===== src/rtl/sid_sequencer.sv =====
// Central pipeline sequencer shared by NUM_SIDS SID instances: voice/filter cycle
// counters, ~1 kHz tick, OSC3/ENV3 readback, EXT IN steering and audio word assembly.
module sid_sequencer #(
    parameter int NUM_SIDS  = 2,
    parameter int TICK_BITS = 10,
    localparam int VLAST    = 6 + 6 * NUM_SIDS,
    localparam int FLAST    = 5 * NUM_SIDS + 4,
    localparam int CW       = $clog2(VLAST + 1),
    localparam int FW       = $clog2(FLAST + 1),
    localparam int AW       = 24 * NUM_SIDS
) (
    input  logic                  clk,
    input  logic                  rst,
    input  logic                  phi2,
    output logic [CW-1:0]         voice_cycle,
    output logic [FW-1:0]         filter_cycle,
    output logic                  tick_ms,
    output logic                  overrun,
    input  logic [11:0]           wav,
    input  logic [7:0]            env,
    output logic [8*NUM_SIDS-1:0] osc3,
    output logic [8*NUM_SIDS-1:0] env3,
    input  logic [AW-1:0]         audio_i,
    output logic [21:0]           ext_voice,
    input  logic [19:0]           filter_o,
    output logic [AW-1:0]         audio_o,
    output logic                  audio_valid
);

    localparam logic [CW-1:0] VLAST_C = CW'(VLAST);
    localparam logic [FW-1:0] FLAST_C = FW'(FLAST);

    logic                       phi2_prev;
    logic                       phi2_fall;
    logic                       restart_abort;
    logic                       stall;
    logic [CW-1:0]              voice_cnt;
    logic [CW-1:0]              voice_next;
    logic [FW-1:0]              filter_cnt;
    logic [FW-1:0]              filter_next;
    logic [TICK_BITS-1:0]       prescale;
    logic [AW-1:0]              ext_sr;
    logic [NUM_SIDS-1:0]        cap_hit;
    logic [NUM_SIDS-1:0]        slot_hit;
    logic [NUM_SIDS-1:0]        shift_hit;
    logic [NUM_SIDS-1:0][23:0]  slot;
    logic [NUM_SIDS-1:0][23:0]  slot_next;
    logic [AW-1:0]              audio_next;
    logic                       wav_unused;

    assign wav_unused    = ^wav[3:0];
    assign phi2_fall     = phi2_prev & ~phi2;
    assign restart_abort = phi2_fall && (voice_cnt != '0);

    assign voice_cycle  = stall ? '0 : voice_cnt;
    assign filter_cycle = filter_cnt;
    assign tick_ms      = &prescale;
    assign ext_voice    = ext_sr[AW-1 -: 22];

    // Filter-cycle decodes: voice stall windows, per-SID staging slots and EXT IN shifts.
    always_comb begin
        stall     = 1'b0;
        slot_hit  = '0;
        shift_hit = '0;
        for (int k = 0; k < NUM_SIDS; k++) begin
            if (filter_cnt == FW'(5 * k + 4) || filter_cnt == FW'(5 * k + 5)) begin
                stall = 1'b1;
            end
            slot_hit[k] = (filter_cnt == FW'(5 * k + 9));
            if (k < NUM_SIDS - 1) begin
                shift_hit[k] = (filter_cnt == FW'(5 * k + 6));
            end
        end
    end

    always_comb begin
        cap_hit = '0;
        for (int k = 0; k < NUM_SIDS; k++) begin
            cap_hit[k] = (voice_cycle == CW'(8 + 3 * k));
        end
    end

    // A phi2 fall always restarts the voice pipeline; if it lands mid-frame the
    // in-flight filter frame is abandoned so a half-built audio word never escapes.
    always_comb begin
        voice_next = voice_cnt;
        if (phi2_fall) begin
            voice_next = CW'(1);
        end else if (voice_cnt == VLAST_C) begin
            voice_next = '0;
        end else if (voice_cnt != '0 && !stall) begin
            voice_next = voice_cnt + 1'b1;
        end

        filter_next = filter_cnt;
        if (restart_abort) begin
            filter_next = '0;
        end else if (filter_cnt == FLAST_C) begin
            filter_next = '0;
        end else if (filter_cnt != '0) begin
            filter_next = filter_cnt + 1'b1;
        end else if (voice_cycle == CW'(6)) begin
            filter_next = FW'(1);
        end
    end

    // The final slot is merged combinationally so audio_o sees it in the same clock.
    always_comb begin
        slot_next = slot;
        for (int k = 0; k < NUM_SIDS; k++) begin
            if (slot_hit[k]) begin
                slot_next[k] = {filter_o, 4'b0000};
            end
        end
        audio_next = '0;
        for (int k = 0; k < NUM_SIDS; k++) begin
            audio_next[24 * (NUM_SIDS - 1 - k) +: 24] = slot_next[k];
        end
    end

    always_ff @(posedge clk) begin
        if (rst) begin
            phi2_prev  <= 1'b0;
            voice_cnt  <= '0;
            filter_cnt <= '0;
            prescale   <= '0;
            overrun    <= 1'b0;
        end else begin
            phi2_prev  <= phi2;
            voice_cnt  <= voice_next;
            filter_cnt <= filter_next;
            overrun    <= restart_abort;
            if (voice_cycle == CW'(1)) begin
                prescale <= prescale + 1'b1;
            end
        end
    end

    always_ff @(posedge clk) begin
        if (rst) begin
            osc3 <= '0;
            env3 <= '0;
        end else begin
            for (int k = 0; k < NUM_SIDS; k++) begin
                if (cap_hit[k]) begin
                    osc3[8 * k +: 8] <= wav[11:4];
                    env3[8 * k +: 8] <= env;
                end
            end
        end
    end

    always_ff @(posedge clk) begin
        if (rst) begin
            ext_sr      <= '0;
            slot        <= '0;
            audio_o     <= '0;
            audio_valid <= 1'b0;
        end else begin
            if (filter_cnt == FW'(1)) begin
                ext_sr <= audio_i;
            end else if (|shift_hit) begin
                ext_sr <= ext_sr << 24;
            end

            audio_valid <= 1'b0;
            if (!restart_abort) begin
                slot <= slot_next;
                if (slot_hit[NUM_SIDS-1]) begin
                    audio_o     <= audio_next;
                    audio_valid <= 1'b1;
                end
            end
        end
    end

endmodule


===== config.mk =====
export PLATFORM = sky130hd
export DESIGN_NAME = sid_sequencer
export DESIGN_NICKNAME = d
export VERILOG_FILES = /design/src/rtl/sid_sequencer.sv
export SDC_FILE = /design/constraint.sdc
export NUM_CORES = 1
export LEC_CHECK = 0
export ABC_CLOCK_PERIOD_IN_PS = 2800
export CAP_MARGIN = 20
export CORE_ASPECT_RATIO = 1.75
export CORE_MARGIN = 2
export CORE_UTILIZATION = 55
export DETAILED_ROUTE_END_ITERATION = 10
export DONT_BUFFER_PORTS = 1
export GPL_ROUTABILITY_DRIVEN = 0
export PLACE_DENSITY = 0.7
export SKIP_CTS_REPAIR_TIMING = 1
export SYNTH_ARGS = -nofsm -noshare
export SYNTH_HDL_FRONTEND = slang
export SYNTH_SLANG_ARGS = --single-unit

===== constraint.sdc =====
create_clock -name clk -period 2.8 [get_ports clk]
set_clock_uncertainty 0.15 [all_clocks]
set_input_delay 0.28 -clock clk [delete_from_list [all_inputs] [get_ports clk]]
set_output_delay 0.28 -clock clk [all_outputs]
set_load 0.005 [all_outputs]

* After elaboration in Yosys (flattened, before gate mapping) *
Cells that the tools add are included.

word-level totals
  memories kept = 0
  logic and storage cells = 61
  bits of input ports = 91
  bits in writable memories = 0
  output and inout bits = 114
  register bits = 198
  bits in read-only memories = 0
  latch bits = 0

cells by class
  bitwise operators = 3
  order comparisons = 0
  shift operators = 0
  equal/unequal tests = 12
  reductions and logical operators = 15
  mux-type cells = 13
  add/sub/neg operators = 3
  divide/modulo/power cells = 0
  multiply operators = 0

operator list
  cell                                                                   number
  48-bit 2-to-1 mux                                                      2
  24-bit 2-to-1 mux                                                      2
  4-bit by 3-bit equality test with 1-bit output, second input constant  3
  4-bit equality test, second input constant                             3
  10-bit by 1-bit adder with 10-bit output, second input constant        1
  5-bit by 4-bit equality test with 1-bit output, second input constant  2
  10-bit AND reduction                                                   1
  4-bit 2-to-1 mux                                                       2
  1-bit 2-to-1 mux                                                       6
  3-bit OR reduction                                                     2
  5-bit by 1-bit adder with 5-bit output, second input constant          1
  5-bit by 1-bit equality test with 1-bit output, second input constant  1
  5-bit by 3-bit equality test with 1-bit output, second input constant  1
  5-bit equality test, second input constant                             1
  5-bit 2-to-1 mux                                                       1
  5-bit nonzero test                                                     1
  4-bit by 1-bit adder with 4-bit output, second input constant          1
  4-bit by 1-bit equality test with 1-bit output, second input constant  1
  2-bit nonzero test                                                     2
  4-bit nonzero test                                                     1
  3-bit nonzero test                                                     1
  1-bit logical AND                                                      2
  1-bit logical OR                                                       2
  1-bit NOT                                                              2
  other kinds (4)                                                        4

* Logic depth before layout (Yosys ltp) *
Gate-level depths: netlist (run 1).

  word-level depth = 9
  depth in mapped cells = 9
  depth with buffers taken out = 7

* Worst setup path after synthesis (run 1) *
Ideal clock, no wire load.

  path kind = reg-to-reg
  start point = register filter_cnt[0] (netlist: filter_cycle[0])
  end point = register prescale[2]
  setup slack = 0.614 ns
  stages on the path, launching flop included = 8
  period minus slack after synthesis = 2.186 ns
  library setup time = 0.070 ns
  data arrival time = 1.966 ns
  path buffers = 1
  required time = 2.580 ns
  cells stage by stage = dfxtp_1 inv_1 ha_1 nor2_1 o221ai_2 buf_4 or4_1 a21oi_1

between the ends
  cells in the longest elaborated chain, start to end = 6
  elaborated cells on any way between the ends = 10
  classes of those cells = 5 x eq/ne; 3 x mux; 2 x reduce/logical

ends and longest elaborated chain
  element                                             line  RTL
  start: declaration                                  39    logic [FW-1:0] filter_cnt;
  start signal: assignment                            131   filter_cnt <= filter_next;
  4-bit by 3-bit equality test with 1-bit output      66    if (filter_cnt == FW'(5 * k + 4) || filter_cnt == FW'(5 * k + 5)) begin
  1-bit logical OR                                    66
  1-bit 2-to-1 mux                                    66
  1-bit 2-to-1 mux (*)                                66
  5-bit 2-to-1 mux (*)                                55    assign voice_cycle = stall ? '0 : voice_cnt;
  5-bit by 1-bit equality test with 1-bit output (*)  133   if (voice_cycle == CW'(1)) begin
  end signal: assignment                              134   prescale <= prescale + 1'b1;
  end: declaration                                    41    logic [TICK_BITS-1:0] prescale;

Every way passes the cells marked *; elsewhere a longest branch is shown, timed or not.
A chain may end at the register's enable or synchronous reset.

* Worst setup path after layout (run 1) *
  start point = register filter_cnt[1] (netlist: filter_cycle[1])
  end point = output voice_cycle[3]

between the ends
  cells in the longest elaborated chain, start to end = 5
  elaborated cells on any way between the ends = 9
  classes of those cells = 4 x eq/ne; 3 x mux; 2 x reduce/logical

ends and longest elaborated chain
  element                                         line  RTL
  4-bit by 3-bit equality test with 1-bit output  66
  1-bit logical OR                                66
  1-bit 2-to-1 mux                                66
  1-bit 2-to-1 mux (*)                            66
  5-bit 2-to-1 mux (*)                            55
  end: declaration                                15    output logic [CW-1:0] voice_cycle,

Marked as above.

==> summary.txt, run 1 <==
Starting Density = 56.6%
Most used DFF post-synth = dfxtp_1
worst slew pin tran = 0.741 ns
r2r startpoint = filter_cycle[0]$_SDFFE_PP0P_
row count = 53
fill cell count = 949
Seq/Total Area, Yosys = 49.8%
fin. max-slew vios = 0
CP arrival = 2.14 ns
Rel. slew slack = 50.2%
R2R depth = 8
Post-Syn Instances = 729
Hold Path Cell Cnt = 2
top sig layer = met4
Core Box Area = 12100 um2
status = complete, but fails checks
Total GRT Usage = 22.8%
Async S/R FF share, synth = 0%
Syn Area/Cell = 9.37 um2
net count after synthesis = 828
M1 WL = 6340 um
Finish-stage setup viols = 0
wire per inst = 18.3 um
Req. time, crit path = 2.37 ns
CTS buffer count = 17
CTS tree = yes
worst setup slack after layout = 0.232 ns
EDFF count, synth = 0
PortBufs = 0
number of global-route vias before repair = 4798
peak supply drop = 0.563 mV
library cells used by synthesis = 49
H-tree levels = 4
diode count = 0
first-pass GRT wire length = 24000 um
WHS = -0.0305 ns
r2r setup slk = 0.26 ns
reg2reg end = env3[12]$_SDFFE_PP0N_
Post-Route WL = 17200 um
worst hold path type = in2reg
worst-skew pair later-pin latency = 0.41 ns
met3 wire len = 1040 um
pwr/cell area = 813 nW/um2
largest net degree at the start of global routing = 120
CP Class = reg2out
most used cells in the layout excluding fill and tap cells = 170 x dfxtp_1, 77 x dlygate4sd3_1, 69 x a21oi_1
post-layout net count = 861
clock slew at reported path FFs = 0.07 ns
grt ovf = 0
crit path capture = voice_cycle[3]
wire length on met2 = 9270 um
initial antenna violation count = 0
post-route antenna net violation count = 0
vias per cell = 5.93
synthesis-to-finish area growth = 19.6%
startpoint types = flip-flop
Post-Synthesis Cell Area = 6830 um2
# DRC = 0
critical-path maximum fanout = 11
final hold viol count = 3
failing checks = hold timing
clock tree root driver cell = clkbuf_16
share of layout cells above drive strength 1 = 8.13%
clock sinks = 170
MaxCap Viol Count = 0
Max Fclk = 389 MHz
Vias = 5571
IO Pins = 205
commonest non-fill, non-tap cell in the layout = dfxtp_1
Final Cycle Share = 91.7%
RSZ-0062 raised after global routing = no
CP Launch Point = filter_cycle[1]$_SDFFE_PP0P_
Synth warnings = 0
DP HPWL = 10800 um
dpl ws = 0.197 ns
DR pass1 iterations = 5
First DRT Iteration DRCs = 242
area of the die = 13400 um2
Die Ht = 151 um
Die X = 88.3 um
FF+latch count, synth = 170
Worst setup EP type = output port
crit path time final = 2.57 ns
leak pwr = 0.00289 uW
CTS Buffer Depth = 2
## critical path, stage by stage (launching register included)
cell and delay (ns):
dfxtp_1 0.38, inv_1 0.11, ha_1 0.22, o21ai_1 0.10, buf_4 0.19, o221ai_4 0.37, clkinvlp_4 0.35
## kinds of logic (layout without fill, tap and decap cells)
group                    Yosys count  in the layout  synth area share [%]
multiplexers                      44             44                  6.45
adder cells (fa/ha/maj)            8              8                  1.46
AO/OA/AOI/OAI                    213            213                  20.5
AND/OR/NAND/NOR                  200            200                  14.1
buffers and inverters             91            137                  7.25
flip-flops                       170            170                  49.8
XOR/XNOR                           3              3                 0.385
## sequential cells by signal, summed over array words and instances, names as in the netlist
signal,cells
slot,24
phi2_prev,1
ext_sr,44
osc3,16
env3,16
prescale,10
voice_cnt,5
overrun,1
audio_o,48
audio_valid,1
filter_cycle,4
## cells in the mapped netlist (4+ instances only)
cell type    n  area share (%)
dfxtp_1    170              50
a21oi_1     71             5.2
nor2_1      56             3.1
nand2_1     49             2.7
nand3_1     46             3.4
mux2i_1     44             6.4
clkbuf_1    36             2.0
o21ai_0     36             2.6
buf_4       24             2.6
a211oi_1    22             2.4
a22oi_1     22             2.4
o2bb2ai_1   21             2.7
a22o_1      20             2.6
buf_2       14             1.0
and2_1      11             1.0
or4_1        9            0.99
ha_1         8             1.5
o31ai_1      8            0.88
buf_6        6            0.99
inv_1        6            0.33
or3_1        5            0.46
and3_1       4            0.37
## worst min-delay path by stage
stage	start	end	slack, ns
after floorplan	filter_o[6]	audio_o[10]$_SDFFE_PP0P_	0.26
after global placement	rst	env3[8]$_SDFFE_PP0N_	0.21
after detailed placement	rst	osc3[7]$_SDFFE_PP0N_	0.21
after CTS	rst	env3[12]$_SDFFE_PP0N_	-0.23
after global routing	audio_i[46]	ext_sr[46]$_SDFFE_PP0P_	0.007
final	audio_i[46]	ext_sr[46]$_SDFFE_PP0P_	-0.03
## stage by stage
| step | std cells | utilization [%] | total power, uW | cell area (um2) | TNS [ns] |
|---|---|---|---|---|---|
| 2_1_floorplan | 729 | - | 4040 | 6830 | 0 |
| 3_3_place_gp | 829 | 55.9 | 4110 | 6750 | 0 |
| 3_5_place_dp | 829 | 55.9 | 4170 | 6750 | 0 |
| 4_1_cts | 861 | 60.9 | 6530 | 7350 | -0.0590 |
| 5_1_grt | 940 | 67.7 | 6970 | 8170 | 0 |
| 6_report | 940 | 67.7 | 6640 | 8170 | 0 |
## power breakdown
| group | switching (uW) | total, uW | internal, uW |
|---|---|---|---|
| Sequential | 206 | 2860 | 2660 |
| Combinational | 842 | 1410 | 570 |
| Clock | 1000 | 2370 | 1360 |
## routing by layer
metal	GRT usage, %	vias to the layer above
met5	0	-
met4	9.02	0
met3	6.98	45
met2	39.8	220
met1	25.3	2633
li1	-	2673
## cell type report
class | instances | area (um2) | share of cell area (%)
timing repair inverter | 1 | 5.00 | 0.0613
clock inverter | 13 | 155 | 1.90
timing repair buffer | 96 | 946 | 11.6
multi-input combinational | 468 | 2970 | 36.4
sequential | 170 | 3400 | 41.7
inverter | 8 | 37.5 | 0.459
tap | 165 | 206 | 2.53
clock buffer | 19 | 443 | 5.42
No activity file was read; power rests on OpenSTA's default activity.
==> inputs of run 2 (changes only) <==
Settings changed: REMOVE_ABC_BUFFERS from default to 1.
==> run 2 against run 1 <==
Compared with the run above: the flow still finishes with violations (hold timing); count of clock-buffer cells in the layout did not move; core utilization fell by 0.17 points; hold slack improved by 0.027 ns; critical path depth is the same; clock power down 5%; non-clock buffer count up 3; via count up 0.75%; sequential share of layout area up 0.10 points; flip-flop and latch count is the same; global-route usage fell by 0.40 points.
==> summary.txt, run 2 (synthesis gave the netlist of run 1 again) <==
status = complete, but fails checks
failing checks = hold timing
Biggest register = audio_o
peak supply drop = 0.595 mV (+5.7%)
Die Ht = 151 um (unchanged)
Max Fclk = 381 MHz (-2.1%)
CTS tree = yes
most used cells in the layout excluding fill and tap cells = 170 x dfxtp_1, 81 x dlygate4sd3_1, 69 x a21oi_1
Starting Density = 56.6% (unchanged)
CP arrival = 2.19 ns (+0.05 ns)
WHS Endpoint = ext_sr[42]$_SDFFE_PP0P_
IO Pins = 205 (unchanged)
post-layout net count = 863 (+0.23%)
post-route antenna net violation count = 0 (unchanged)
worst hold path type = in2reg
DR pass1 iterations = 5 (unchanged)
area of the die = 13400 um2 (unchanged)
crit-path cells = inv_1 > ha_1 > o21ai_1 > o221ai_2 > buf_4 > clkinv_1
delay-heaviest family, CP = buffers and inverters
max reg flops = 48 (unchanged)
final hold viol count = 1 (-2)
Slowest-stage cell, CP = clkinv_1
clock slew at reported path FFs = 0.06 ns (about the same)
largest net degree at the start of global routing = 120 (unchanged)
share of layout cells above drive strength 1 = 7.46% (-0.66 points)
RSZ-0062 raised after global routing = no
Final Cycle Share = 93.7% (+2.0 points)
biggest regs = audio_o (48), ext_sr (44), slot (24)
leak pwr = 0.00289 uW (about the same)
Worst setup EP type = output port
grt ovf = 0 (unchanged)
worst-skew pair later-pin latency = 0.41 ns (about the same)
fin util = 67.5% (-0.17 points)
worst hold start = audio_i[42]
CTS Buffer Depth = 2 (unchanged)
CP bufs+invs = 3 (unchanged)
synthesis-to-finish area growth = 19.3%
critical-path maximum fanout = 17 (+6)
initial antenna violation count = 1 (+1)
reg2reg end = ext_sr[2]$_SDFFE_PP0P_
clock tree root driver cell = clkbuf_16
WHS = -0.00359 ns (+0.0269 ns)
clock sinks = 170 (unchanged)
# DRC = 0 (unchanged)
pwr/cell area = 802 nW/um2 (-1.3%)
Core Box Area = 12100 um2 (unchanged)
Post-Layout Inst Area = 8150 um2 (-0.25%)
H-tree levels = 4 (unchanged)
startpoint types = flip-flop
r2r startpoint = filter_cycle[1]$_SDFFE_PP0P_
Total GRT Usage = 22.4% (-0.40 points)
Post-Route WL = 17100 um (-0.45%)
DP HPWL = 10500 um (-3.1%)
Die X = 88.3 um (unchanged)
fin. max-slew vios = 0 (unchanged)
row count = 53 (unchanged)
CTS buffer count = 17 (unchanged)
R2R depth = 8 (unchanged)
crit path time final = 2.62 ns (+0.0555 ns)
Vias = 5613 (+0.75%)
wire per inst = 18.2 um (-0.76%)
PortBufs = 0 (unchanged)
worst slew pin tran = 0.594 ns (-0.147 ns)
vias per cell = 5.95 (+0.43%)
MaxCap Viol Count = 0 (unchanged)
CP Class = reg2out
placed instance area = 6740 um2 (-0.11%)
Hold Path Cell Cnt = 2 (unchanged)
first-pass GRT wire length = 23600 um (-1.6%)
number of global-route vias before repair = 4938 (+2.9%)
sum of negative setup slack = 0 ns (unchanged)
r2r setup slk = 0.23 ns (-0.03 ns)
commonest non-fill, non-tap cell in the layout = dfxtp_1
Req. time, crit path = 2.37 ns (about the same)
crit-path max cell delay = 0.46 ns (+0.08 ns)
fill cell count = 949 (unchanged)
Rel. slew slack = 60.4% (+10 points)
Finish-stage setup viols = 0 (unchanged)
First DRT Iteration DRCs = 213 (-12%)
-- run 2: changes by cell type in the layout (fill, tap and decap cells not counted), sizes merged --
cell         before  now
dlygate4sd3      77   81
bufinv            2    1
buf              19   18
diode             0    1
clkinvlp          5    2
clkinv            3    6
-- run 2: layout make-up --
cell class	instances	area (um2)	area share [%]
timing repair buffer	99	978	12.0
inverter	8	30.0	0.368
sequential	170	3400	41.8
clock buffer	19	433	5.31
antenna	1	2.50	0.0307
clock inverter	13	134	1.64
multi-input combinational	468	2960	36.4
tap	165	206	2.53
-- run 2: worst max path at each step --
| stage | from | end | slack, ns | depth (start not counted) |
|---|---|---|---|---|
| after detailed placement | voice_cnt[0]$_SDFFE_PP0P_ | audio_o[22]$_SDFFE_PP0P_ | 0.34 | 7 |
| after global placement | filter_cycle[0]$_SDFFE_PP0P_ | ext_sr[39]$_SDFFE_PP0P_ | 0.33 | 5 |
| after CTS | filter_cycle[0]$_SDFFE_PP0P_ | voice_cycle[0] | 0.19 | 5 |
| after floorplan | filter_cycle[3]$_SDFFE_PP0P_ | slot[0]$_SDFFE_PP0N_ | -0.39 | 4 |
| final | filter_cycle[1]$_SDFFE_PP0P_ | voice_cycle[0] | 0.18 | 6 |
| after global routing | filter_cycle[0]$_SDFFE_PP0P_ | voice_cycle[0] | 0.02 | 6 |
-- run 2: metal layers --
metal	global-route usage (%)	share of wire [%]
met2	39.4	54
met5	0	0
met4	8.26	2.5
met3	8.83	7.0
met1	23.6	36
-- run 2: worst register-to-register path: stages (launching register included) --
cell and delay (ns):
dfxtp_1 0.39, inv_1 0.13, ha_1 0.25, nand2b_1 0.19, nor2_4 0.40, buf_12 0.28
a22oi_1 0.11, nor2_1 0.09, dlygate4sd3_1 0.55
-- run 2: where the power goes --
group	internal, uW	total (uW)	switching, uW
registers	2660	2880	220
clock network	1250	2240	985
logic	571	1420	853
-- run 2: through the flow --
stage	power (uW)	worst slack, ns	instances
after floorplan	3780	-0.395	646
after global placement	4080	0.329	827
after detailed placement	4170	0.340	828
after CTS	6410	0.192	860
after global routing	6850	0.0188	943
final	6540	0.176	943
==> inputs of run 3 (changes only) <==
Settings changed: HOLD_SLACK_MARGIN from default to 0.05.
==> run 3 against run 2 <==
Compared with the run above: the run now ends clean; via count is 0.87% lower; power barely moved; flip-flop and latch count unchanged; die area unchanged; critical path depth unchanged; first-iteration DRC count is 20% higher; critical endpoint unchanged; largest power group unchanged.
==> summary.txt, run 3 (synthesis gave the netlist of run 1 again) <==
Slowest-stage cell, CP = clkinv_1
critical-path maximum fanout = 17 (unchanged)
CP Launch Point = filter_cycle[1]$_SDFFE_PP0P_
status = finished, final reports clean
R2R depth = 8 (unchanged)
fin util = 67.5% (unchanged)
IO Pins = 205 (unchanged)
RSZ-0062 raised after global routing = no
most used cells in the layout excluding fill and tap cells = 170 x dfxtp_1, 81 x dlygate4sd3_1, 69 x a21oi_1
Req. time, crit path = 2.37 ns (about the same)
reg2reg end = ext_sr[2]$_SDFFE_PP0P_
fill cell count = 950 (+0.11%)
final hold viol count = 0 (-1)
biggest regs = audio_o (48), ext_sr (44), slot (24)
Total GRT Usage = 22.4% (unchanged)
Max Fclk = 381 MHz (-0.15%)
First DRT Iteration DRCs = 255 (+20%)
commonest non-fill, non-tap cell in the layout = dfxtp_1
H-tree levels = 4 (unchanged)
worst hold path type = in2reg
Final Cycle Share = 93.8% (+0.14 points)
DR pass1 iterations = 4 (-1)
Biggest register = audio_o
CTS tree = yes
Die Ht = 151 um (unchanged)
CP Class = reg2out
grt ovf = 0 (unchanged)
vias per cell = 5.90 (-0.87%)
largest net degree at the start of global routing = 120 (unchanged)
area of the die = 13400 um2 (unchanged)
clock tree root driver cell = clkbuf_16
worst slew pin tran = 0.596 ns (+0.00281 ns)
Starting Density = 56.6% (unchanged)
delay-heaviest family, CP = buffers and inverters
initial antenna violation count = 1 (unchanged)
Rel. slew slack = 60.2% (-0.19 points)
CP arrival = 2.20 ns (about the same)
Hold Path Cell Cnt = 2 (unchanged)
Worst setup EP type = output port
pwr/cell area = 802 nW/um2 (about the same)
max reg flops = 48 (unchanged)
peak supply drop = 0.598 mV (+0.48%)
WHS Endpoint = ext_sr[19]$_SDFFE_PP0P_
WHS = 0.0980 ns (+0.102 ns)
worst-skew pair later-pin latency = 0.41 ns (about the same)
number of global-route vias before repair = 4938 (unchanged)
r2r startpoint = filter_cycle[1]$_SDFFE_PP0P_
CP bufs+invs = 3 (unchanged)
crit path time final = 2.63 ns (+0.00390 ns)
leak pwr = 0.00289 uW (unchanged)
Core Box Area = 12100 um2 (unchanged)
clock sinks = 170 (unchanged)
# DRC = 0 (unchanged)
CTS Buffer Depth = 2 (unchanged)
Post-Route WL = 17000 um (-0.75%)
first-pass GRT wire length = 23600 um (unchanged)
Vias = 5564 (-0.87%)
clock slew at reported path FFs = 0.07 ns (about the same)
r2r setup slk = 0.24 ns (about the same)
MaxCap Viol Count = 0 (unchanged)
fin. max-slew vios = 0 (unchanged)
CTS buffer count = 17 (unchanged)
synthesis-to-finish area growth = 19.3% (unchanged)
PortBufs = 0 (unchanged)
Final Power = 6540 uW (about the same)
wire per inst = 18.0 um (-0.75%)
post-route antenna net violation count = 0 (unchanged)
crit-path max cell delay = 0.47 ns (about the same)
post-layout net count = 863 (unchanged)
sum of negative setup slack = 0 ns (unchanged)
share of layout cells above drive strength 1 = 7.46% (unchanged)
Finish-stage setup viols = 0 (unchanged)
DP HPWL = 10500 um (unchanged)
Die X = 88.3 um (unchanged)
row count = 53 (unchanged)
crit-path cells = inv_1 > ha_1 > o21ai_1 > o221ai_2 > buf_4 > clkinv_1
worst hold start = rst
startpoint types = flip-flop
[run 3: cell counts in the layout (fill, tap and decap cells not counted)]
Identical to the previous run, type by type.
[run 3: layout make-up]
cell class,instances,area [um2],area share (%)
diodes,1,2.50,0.0307
repair buffers,99,978,12.0
flip-flops and latches,170,3400,41.8
clock inverters,13,134,1.64
multi-input cells,468,2960,36.4
inverters,8,30.0,0.368
clock buffers,19,433,5.31
well taps,165,206,2.53
[run 3: where the power goes]
group          internal (uW)  leakage, uW  switching, uW
logic                    571      0.00125            852
clock network           1250     0.000273            984
registers               2660      0.00137            220
total                   4480      0.00289           2060
[run 3: how the worst max path moves through the flow]
stage,endpoint,depth (start not counted)
floorplan,slot[0]$_SDFFE_PP0N_,4
global placement,ext_sr[39]$_SDFFE_PP0P_,5
detailed placement,audio_o[22]$_SDFFE_PP0P_,7
CTS,voice_cycle[0],5
global route,voice_cycle[0],6
finish,voice_cycle[0],6
[run 3: through the flow]
step | worst slack, ns | instance area, um2 | instances
finish | 0.172 | 8150 | 943
detailed placement | 0.340 | 6740 | 828
global route | 0.0188 | 8150 | 943
floorplan | -0.395 | 6370 | 646
CTS | 0.192 | 7310 | 860
global placement | 0.329 | 6720 | 827
[run 3: metal layers]
metal | vias to the layer above | track usage (%) | share of wire, %
li1 | 2662 | - | -
met1 | 2688 | 23.6 | 37
met2 | 182 | 39.4 | 54
met3 | 32 | 8.83 | 6.4
met4 | 0 | 8.26 | 2.7
met5 | - | 0 | 0
